<file path="config.mk">
export PLATFORM = sky130hd
export DESIGN_NAME = mm_seq_ctrl
export DESIGN_NICKNAME = d
export VERILOG_FILES = /design/src/rtl/mm_pkg.sv /design/src/rtl/mm_tag_pipe.sv /design/src/rtl/mm_seq_ctrl.sv
export SDC_FILE = /design/constraint.sdc
export NUM_CORES = 1
export LEC_CHECK = 0
export BUFFER_PORTS_ARGS = -buffer_cell sky130_fd_sc_hd__buf_2
export CORE_AREA = 2 2 201 203
export DETAILED_ROUTE_END_ITERATION = 10
export DIE_AREA = 0 0 203 205
export HOLD_SLACK_MARGIN = 0.03
export PLACE_DENSITY_LB_ADDON = 0.25
export REMOVE_ABC_BUFFERS = 1
export SYNTH_ARGS = -nofsm -noshare
export SYNTH_HDL_FRONTEND = slang
export SYNTH_SLANG_ARGS = --single-unit
export TNS_END_PERCENT = 30
</file>
<file path="constraint.sdc">
create_clock -name clk -period 6.3 [get_ports clk]
set_input_delay 1.26 -clock clk [delete_from_list [all_inputs] [get_ports clk]]
set_output_delay 1.26 -clock clk [all_outputs]
set_load 0.05 [all_outputs]
</file>
<file path="src/rtl/mm_pkg.sv">
// Shared definitions for the vector x matrix loop sequencer: FSM encoding
// and the layout of the per-beat tag that travels to the datapath tap.
package mm_pkg;

  typedef enum logic [2:0] {
    ST_IDLE,
    ST_ISSUE,
    ST_DRAIN,
    ST_DONE,
    ST_ERR
  } state_t;

  // Tag bit positions; the write address occupies the top OUT_AW bits.
  localparam int TAG_VALID = 0;
  localparam int TAG_FIRST = 1;
  localparam int TAG_LAST  = 2;
  localparam int TAG_BIAS  = 3;
  localparam int TAG_ACC   = 4;
  localparam int TAG_RELU  = 5;
  localparam int TAG_ADDR  = 6;

  function automatic int tag_width(input int out_aw);
    return TAG_ADDR + out_aw;
  endfunction

endpackage

</file>
<file path="src/rtl/mm_tag_pipe.sv">
// Fixed-depth shift register carrying beat tags from address issue to the
// datapath result tap; advances every cycle, cleared by reset or flush.
module mm_tag_pipe #(
  parameter int WIDTH = 8,
  parameter int DEPTH = 2
) (
  input  logic             clk,
  input  logic             rst,
  input  logic             clr,
  input  logic [WIDTH-1:0] din,
  output logic [WIDTH-1:0] dout
);

  genvar gi;
  generate
    for (gi = 0; gi < DEPTH; gi++) begin : g_stage
      logic [WIDTH-1:0] q_reg;
      if (gi == 0) begin : g_head
        always_ff @(posedge clk) begin
          if (rst || clr) q_reg <= '0;
          else            q_reg <= din;
        end
      end else begin : g_body
        always_ff @(posedge clk) begin
          if (rst || clr) q_reg <= '0;
          else            q_reg <= g_stage[gi-1].q_reg;
        end
      end
    end
  endgenerate

  assign dout = g_stage[DEPTH-1].q_reg;

endmodule

</file>
<file path="src/rtl/mm_seq_ctrl.sv">
// Loop sequencer for the vector x matrix engine: walks n/co/ci, issues buffer
// addresses and delays per-beat tags to the datapath result tap.
module mm_seq_ctrl
  import mm_pkg::*;
#(
  parameter int IN_AW    = 11,
  parameter int W_AW     = 13,
  parameter int OUT_AW   = 11,
  parameter int B_AW     = 9,
  parameter int CI_W     = 8,
  parameter int N_W      = 16,
  parameter int PIPE_LAT = 11
) (
  input  logic              clk,
  input  logic              rst,
  input  logic              start_valid,
  output logic              start_ready,
  input  logic              abort,
  input  logic [CI_W-1:0]   cfg_ci,
  input  logic [CI_W-1:0]   cfg_co,
  input  logic [N_W-1:0]    cfg_n,
  input  logic              cfg_relu,
  input  logic              cfg_bias,
  input  logic              cfg_acc,
  input  logic [W_AW-1:0]   cfg_w_base,
  input  logic [IN_AW-1:0]  cfg_in_base,
  input  logic [OUT_AW-1:0] cfg_out_base,
  input  logic [B_AW-1:0]   cfg_b_base,
  input  logic              issue_stall,
  output logic [W_AW-1:0]   weight_addr,
  output logic              weight_addr_valid,
  output logic [IN_AW-1:0]  input_addr,
  output logic              input_addr_valid,
  output logic [B_AW-1:0]   bias_addr,
  output logic              bias_addr_valid,
  output logic [OUT_AW-1:0] acc_rd_addr,
  output logic              acc_rd_addr_valid,
  output logic              dp_valid,
  output logic              dp_first,
  output logic              dp_last,
  output logic              dp_add_bias,
  output logic              dp_add_acc,
  output logic              dp_relu,
  output logic [OUT_AW-1:0] wr_addr,
  output logic              wr_valid,
  output logic              done,
  output logic              cfg_err
);

  localparam int TW = tag_width(OUT_AW);
  localparam int FW = $clog2(PIPE_LAT + 1) + 1;

  state_t state_reg, state_next;
  logic [CI_W-1:0]   ci_dim_reg, co_dim_reg, ci_reg, co_reg;
  logic [N_W-1:0]    n_dim_reg, n_reg;
  logic              relu_reg, bias_reg, acc_reg;
  logic [W_AW-1:0]   w_base_reg, w_addr_reg;
  logic [IN_AW-1:0]  in_node_reg;
  logic [OUT_AW-1:0] acc_node_reg, acc_addr;
  logic [B_AW-1:0]   b_base_reg;
  logic [FW-1:0]     inflight_reg, inflight_next;
  logic              dims_ok, accept, issue, last_ci, last_co, last_n, tap_valid;
  logic [TW-1:0]     tag_in, tag_out;

  assign dims_ok  = (cfg_ci != '0) && (cfg_co != '0) && (cfg_n != '0);
  assign accept   = (state_reg == ST_IDLE) && start_valid && !abort;
  assign issue    = (state_reg == ST_ISSUE) && !issue_stall && !abort;
  assign last_ci  = ci_reg == ci_dim_reg - CI_W'(1);
  assign last_co  = co_reg == co_dim_reg - CI_W'(1);
  assign last_n   = n_reg == n_dim_reg - N_W'(1);
  assign acc_addr = acc_node_reg + OUT_AW'(co_reg);

  always_comb begin
    state_next = state_reg;
    case (state_reg)
      ST_IDLE:  if (start_valid) state_next = dims_ok ? ST_ISSUE : ST_ERR;
      ST_ISSUE: if (issue && last_ci && last_co && last_n) state_next = ST_DRAIN;
      ST_DRAIN: if (inflight_next == '0) state_next = ST_DONE;
      ST_DONE:  state_next = ST_IDLE;
      ST_ERR:   state_next = ST_IDLE;
      default:  state_next = ST_IDLE;
    endcase
    if (abort) state_next = ST_IDLE;
  end

  // Looking at the next count lets DONE follow the final tap by one cycle.
  always_comb begin
    inflight_next = inflight_reg;
    if (issue && !tap_valid)      inflight_next = inflight_reg + FW'(1);
    else if (!issue && tap_valid) inflight_next = inflight_reg - FW'(1);
    if (abort) inflight_next = '0;
  end

  always_ff @(posedge clk) begin
    if (rst) begin
      state_reg    <= ST_IDLE;
      inflight_reg <= '0;
      ci_dim_reg   <= '0;
      co_dim_reg   <= '0;
      n_dim_reg    <= '0;
      ci_reg       <= '0;
      co_reg       <= '0;
      n_reg        <= '0;
      relu_reg     <= 1'b0;
      bias_reg     <= 1'b0;
      acc_reg      <= 1'b0;
      w_base_reg   <= '0;
      w_addr_reg   <= '0;
      in_node_reg  <= '0;
      acc_node_reg <= '0;
      b_base_reg   <= '0;
    end else begin
      state_reg    <= state_next;
      inflight_reg <= inflight_next;
      if (abort) begin
        ci_reg <= '0;
        co_reg <= '0;
        n_reg  <= '0;
      end else if (accept && dims_ok) begin
        ci_dim_reg   <= cfg_ci;
        co_dim_reg   <= cfg_co;
        n_dim_reg    <= cfg_n;
        relu_reg     <= cfg_relu;
        bias_reg     <= cfg_bias;
        acc_reg      <= cfg_acc;
        w_base_reg   <= cfg_w_base;
        w_addr_reg   <= cfg_w_base;
        in_node_reg  <= cfg_in_base;
        acc_node_reg <= cfg_out_base;
        b_base_reg   <= cfg_b_base;
        ci_reg       <= '0;
        co_reg       <= '0;
        n_reg        <= '0;
      end else if (issue) begin
        if (!last_ci) begin
          ci_reg     <= ci_reg + CI_W'(1);
          w_addr_reg <= w_addr_reg + W_AW'(1);
        end else begin
          ci_reg <= '0;
          if (!last_co) begin
            co_reg     <= co_reg + CI_W'(1);
            w_addr_reg <= w_addr_reg + W_AW'(1);
          end else begin
            // End of a node: the same weights are replayed for the next one.
            co_reg       <= '0;
            w_addr_reg   <= w_base_reg;
            n_reg        <= last_n ? '0 : n_reg + N_W'(1);
            in_node_reg  <= in_node_reg + IN_AW'(ci_dim_reg);
            acc_node_reg <= acc_node_reg + OUT_AW'(co_dim_reg);
          end
        end
      end
    end
  end

  always_comb begin
    tag_in = '0;
    if (issue) begin
      tag_in[TAG_VALID]             = 1'b1;
      tag_in[TAG_FIRST]             = ci_reg == '0;
      tag_in[TAG_LAST]              = last_ci;
      tag_in[TAG_BIAS]              = last_ci && bias_reg;
      tag_in[TAG_ACC]               = last_ci && acc_reg;
      tag_in[TAG_RELU]              = last_ci && relu_reg;
      tag_in[TAG_ADDR +: OUT_AW]    = acc_addr;
    end
  end

  mm_tag_pipe #(.WIDTH(TW), .DEPTH(PIPE_LAT)) u_tag_pipe (
    .clk  (clk),
    .rst  (rst),
    .clr  (abort),
    .din  (tag_in),
    .dout (tag_out)
  );

  assign tap_valid         = tag_out[TAG_VALID];
  assign start_ready       = state_reg == ST_IDLE;
  assign input_addr_valid  = issue;
  assign weight_addr_valid = issue;
  assign input_addr        = issue ? in_node_reg + IN_AW'(ci_reg) : '0;
  assign weight_addr       = issue ? w_addr_reg : '0;
  assign bias_addr_valid   = issue && last_ci && bias_reg;
  assign bias_addr         = bias_addr_valid ? b_base_reg + B_AW'(co_reg) : '0;
  assign acc_rd_addr_valid = issue && last_ci && acc_reg;
  assign acc_rd_addr       = acc_rd_addr_valid ? acc_addr : '0;
  assign dp_valid          = tap_valid;
  assign dp_first          = tag_out[TAG_FIRST];
  assign dp_last           = tag_out[TAG_LAST];
  assign dp_add_bias       = tag_out[TAG_BIAS];
  assign dp_add_acc        = tag_out[TAG_ACC];
  assign dp_relu           = tag_out[TAG_RELU];
  assign wr_valid          = tap_valid && tag_out[TAG_LAST];
  assign wr_addr           = wr_valid ? tag_out[TAG_ADDR +: OUT_AW] : '0;
  assign done              = (state_reg == ST_DONE) || (state_reg == ST_ERR);
  assign cfg_err           = state_reg == ST_ERR;

endmodule
</file>
==> impl_summary.log <==
INFO  metric placementRows = between 70 and 80
INFO  metric drt-pass1-iter-count = 6
INFO  metric gr-usage-all-layers = 0.1708
INFO  metric hpwl = about 25000 um
INFO  metric clockRootBuffer = sky130_fd_sc_hd__clkbuf_16
INFO  metric synth-warning-count = 0
INFO  metric postCtsSetupRepairBufs = 0
INFO  metric whs_endpoint = u_tag_pipe.dout[8]
INFO  metric final_hold_viol_count = 0
INFO  metric timing.hold.ws = approximately 410 ps
INFO  metric ys_async_sr_fraction = 0
INFO  metric starting_utilization_of_the_core_area = 0.3658
INFO  metric met2_usage = 0.2796
INFO  metric layout-drive-gt1-share = 0.1428
INFO  metric final_net_count = approximately 1900
INFO  metric critical_path.cell_chain = or4_1, or4_4, a2111oi_4, o21a_4, and2_1, nand3_1, nor2_1, buf_2
INFO  metric totalWireLength = 36220 um
INFO  metric gpl.final_weighted_congestion = roughly 0.85
INFO  metric timing.critical_path.fanout_max = 12
INFO  metric largest_reg_flops = 170
INFO  metric wire_length_of_the_first_global_routing_pass = 57570 um
INFO  metric worst_slew_margin_rel = 0.2292
INFO  metric timing.critical_path.required = 5040 ps
INFO  metric cts_tree = built
INFO  metric arrival = 4130 ps
INFO  metric setup_tns = 0 ps
INFO  metric clk_path_buf_depth = 3
INFO  metric power-per-cell-area = between 200 and 300 nW/um^2
INFO  metric globalRoute.busiestLayer = met2
INFO  metric dr.first_iter.drc_count = 613
INFO  metric die_y = a little over 200 um
INFO  metric design.portCount = 153
INFO  metric avgRoutedWirePerCell = ~16 um
INFO  metric dominantRegCellSynth = sky130_fd_sc_hd__dfxtp_1
INFO  metric cts.repair.resized = 0
INFO  metric cap_violations = 0
INFO  metric crit_type = reg -> out
INFO  metric postSynthAreaPerCell = 8.878 um^2
INFO  metric critical_path.startpoint_type = register
INFO  metric tritoncts_num_sinks = 319
INFO  metric coreArea = 39370 um^2
INFO  metric post-route-util = 0.4267
INFO  metric postLayoutCellArea = roughly 17000 um^2
INFO  metric placed_cell_area = 15500 um^2
INFO  metric whs_path_depth = 1
INFO  metric final-max-slew-violation-count = 0
INFO  metric grt_pass1_vias = 10810
INFO  metric worst_setup_hold_path_clk_slew = around 60 ps
INFO  metric post_synth_instance_area = 14400 um^2
INFO  metric critical-path-slowest-cell = sky130_fd_sc_hd__or4_1
INFO  metric clock_latency = 540 ps
INFO  metric globalRouteMet3Util = 0.03293
INFO  metric regArea = 6386 um^2
INFO  metric synth.largest_area_cell = sky130_fd_sc_hd__dfxtp_1
INFO  metric synth_top_cell_area_share = 0.4435
INFO  metric synth_top_cells_by_area = sky130_fd_sc_hd__dfxtp_1 44%, sky130_fd_sc_hd__and2_1 8.5%, sky130_fd_sc_hd__ha_1 4.3%, sky130_fd_sc_hd__nand2_1 4.1%, sky130_fd_sc_hd__a21oi_1 3.6%
INFO  metric grt_antenna_before_repair = 4
INFO  metric crit_path_start = ci_dim_reg[0]
INFO  metric finalSetupViolations = 0
INFO  metric flow.area_growth_from_synthesis = 16.66%
INFO  metric syn_inst = approximately 1600
INFO  metric route.antenna.remaining_nets = 0
INFO  metric multi_input_area = 7450 um^2
INFO  metric synth.yosys.seq_area_share = 0.4435
INFO  metric leakagePower = 0.006724 uW
INFO  metric cts_hold_buffers = 0
INFO  metric reg2reg_to = w_addr_reg[11]
INFO  metric fin_skew = 26.24 ps
INFO  metric via_count = 11630
INFO  metric r2r_slack = 2290 ps
INFO  metric antenna-diode-count = 0
INFO  metric worstRegToRegCells = 9
INFO  metric reg2reg_from = co_dim_reg[1]
INFO  metric cp-end-kind = output port
INFO  metric final.min_clock_period = 5392 ps
INFO  metric routed_via_density = 5.127
INFO  metric drc_violations = 0
INFO  metric chipWidth = 203 um
INFO  metric hold_path_startpoint = u_tag_pipe.g_stage[9].q_reg[8]
INFO  metric synth_enable_flop_cells = 0
INFO  metric dieArea = between 40000 and 50000 um^2
INFO  metric grt_setup_unrepaired = no
INFO  metric vdd_drop_max = roughly 0.17 mV
INFO  metric number_of_buffers_created_by_cts = 37
INFO  metric max_freq = between 150 and 200 MHz
INFO  metric cts_max_level = 2
INFO  metric finalCritPeriodShare = 0.8558
INFO  metric global_route.overflow_total = 0
INFO  metric worstMarginPinSlew = approximately 1100 ps
INFO  metric post_synth_num_cell_types = 74
INFO  metric result_of_the_run = finished clean
INFO  metric globalRouteMet1Util = 0.2294
INFO  metric critPathMaxStageDelay = approximately 660 ps
INFO  metric grt_max_degree = 147
INFO  metric timing.hold.worst.class = reg -> reg
INFO  metric buffer_ports.inserted = 152
INFO  metric num-fill-cells = 3906
INFO  metric yosys_register_bits = approximately 320
[how the worst max path moves through the flow]
| stage | to | slack, ps | cells after the start |
|---|---|---|---|
| floorplan | co_reg[3] | -990 | 4 |
| global placement | acc_rd_addr[10] | 1480 | 7 |
| detailed placement | acc_rd_addr[1] | 1410 | 7 |
| CTS | acc_rd_addr[1] | 910 | 8 |
| global route | acc_rd_addr[3] | 770 | 8 |
| finish | acc_rd_addr[1] | 910 | 8 |
[cells by family after synthesis]
group | synth area share
AOI/OAI and AO/OA | 0.1362
xor gates and xnor gates | 0.05778
adders and majority gates | 0.05179
buffers and inverters | 0.04058
DFF | 0.4435
muxes | 0.002085
and+or+nand+nor | 0.2681
[power by group]
| group | total, uW | internal [uW] | switching, uW |
|---|---|---|---|
| combinational | 319 | 125 | 194 |
| sequential | 2090 | 2050 | 42.8 |
| clock | 2250 | 1370 | 873 |
| total | 4660 | 3550 | 1110 |
[critical path: cells and delay by family (launching register included)]
kind	cells	cell delay, ps
AO/OA/AOI/OAI	2	640
buffers and inverters	1	300
flip-flops	1	380
AND/OR/NAND/NOR	5	2270
[per-layer routing]
metal  vias up  share of wire
met5         -         0.0013
met4         8          0.023
met3        67          0.056
met2       299           0.46
met1      5425           0.46
li1       5835              -
[metrics by stage]
step | setup WS [ps] | instances | total power (uW)
floorplan | -993.8 | 1513 | 2333
global placement | 1477 | 2203 | 2452
detailed placement | 1408 | 2203 | 2456
CTS | 913.3 | 2269 | 4715
global route | 767.1 | 2269 | 4846
finish | 908.5 | 2269 | 4661
[synthesized netlist by cell type (33+ instances only)]
master and instances:
sky130_fd_sc_hd__clkbuf_1 93, sky130_fd_sc_hd__o21ai_0 40, sky130_fd_sc_hd__xor2_1 33, sky130_fd_sc_hd__inv_1 37, sky130_fd_sc_hd__nand3_1 60, sky130_fd_sc_hd__a21oi_1 104, sky130_fd_sc_hd__nand2_1 158, sky130_fd_sc_hd__and2_1 195
sky130_fd_sc_hd__dfxtp_1 319, sky130_fd_sc_hd__nor2_1 92, sky130_fd_sc_hd__nor3_1 36, sky130_fd_sc_hd__ha_1 50, sky130_fd_sc_hd__xnor2_1 54
[cells in the final DEF (no fill, tap or decap), types with 6 or more instances in the layout]
master and count:
sky130_fd_sc_hd__dfxtp_1 319, sky130_fd_sc_hd__and2_1 195, sky130_fd_sc_hd__nand2_1 157, sky130_fd_sc_hd__buf_2 151, sky130_fd_sc_hd__a21oi_1 104, sky130_fd_sc_hd__nor2_1 91
sky130_fd_sc_hd__nand3_1 60, sky130_fd_sc_hd__xnor2_1 54, sky130_fd_sc_hd__ha_1 50, sky130_fd_sc_hd__o21ai_0 39, sky130_fd_sc_hd__inv_1 37, sky130_fd_sc_hd__clkbuf_16 37
sky130_fd_sc_hd__nor3_1 35, sky130_fd_sc_hd__xor2_1 33, sky130_fd_sc_hd__and3_1 29, sky130_fd_sc_hd__a211oi_1 27, sky130_fd_sc_hd__nand4_1 23, sky130_fd_sc_hd__or4_1 20
sky130_fd_sc_hd__or3_1 18, sky130_fd_sc_hd__nor4_1 17, sky130_fd_sc_hd__o31ai_1 17, sky130_fd_sc_hd__nor2b_1 16, sky130_fd_sc_hd__a311oi_1 14, sky130_fd_sc_hd__buf_4 14
sky130_fd_sc_hd__nor3b_1 9, sky130_fd_sc_hd__a21o_1 9, sky130_fd_sc_hd__a31oi_1 9, sky130_fd_sc_hd__o21bai_1 8, sky130_fd_sc_hd__o41ai_1 7, sky130_fd_sc_hd__nand2b_1 7
sky130_fd_sc_hd__a211o_1 7, sky130_fd_sc_hd__a221o_1 7, sky130_fd_sc_hd__o311ai_0 6, sky130_fd_sc_hd__nor4b_1 6, sky130_fd_sc_hd__clkbuf_1 6, sky130_fd_sc_hd__clkbuf_8 6
sky130_fd_sc_hd__clkinv_2 6
[layout make-up]
class | count | share of cell area
clock buffers | 49 | 0.06137
clock inverters | 17 | 0.01616
inverters | 38 | 0.008491
multi-input cells | 1156 | 0.4435
flip-flops and latches | 319 | 0.3802
well taps | 525 | 0.03910
repair buffers | 165 | 0.05124
(Power assumes the default switching activity.)
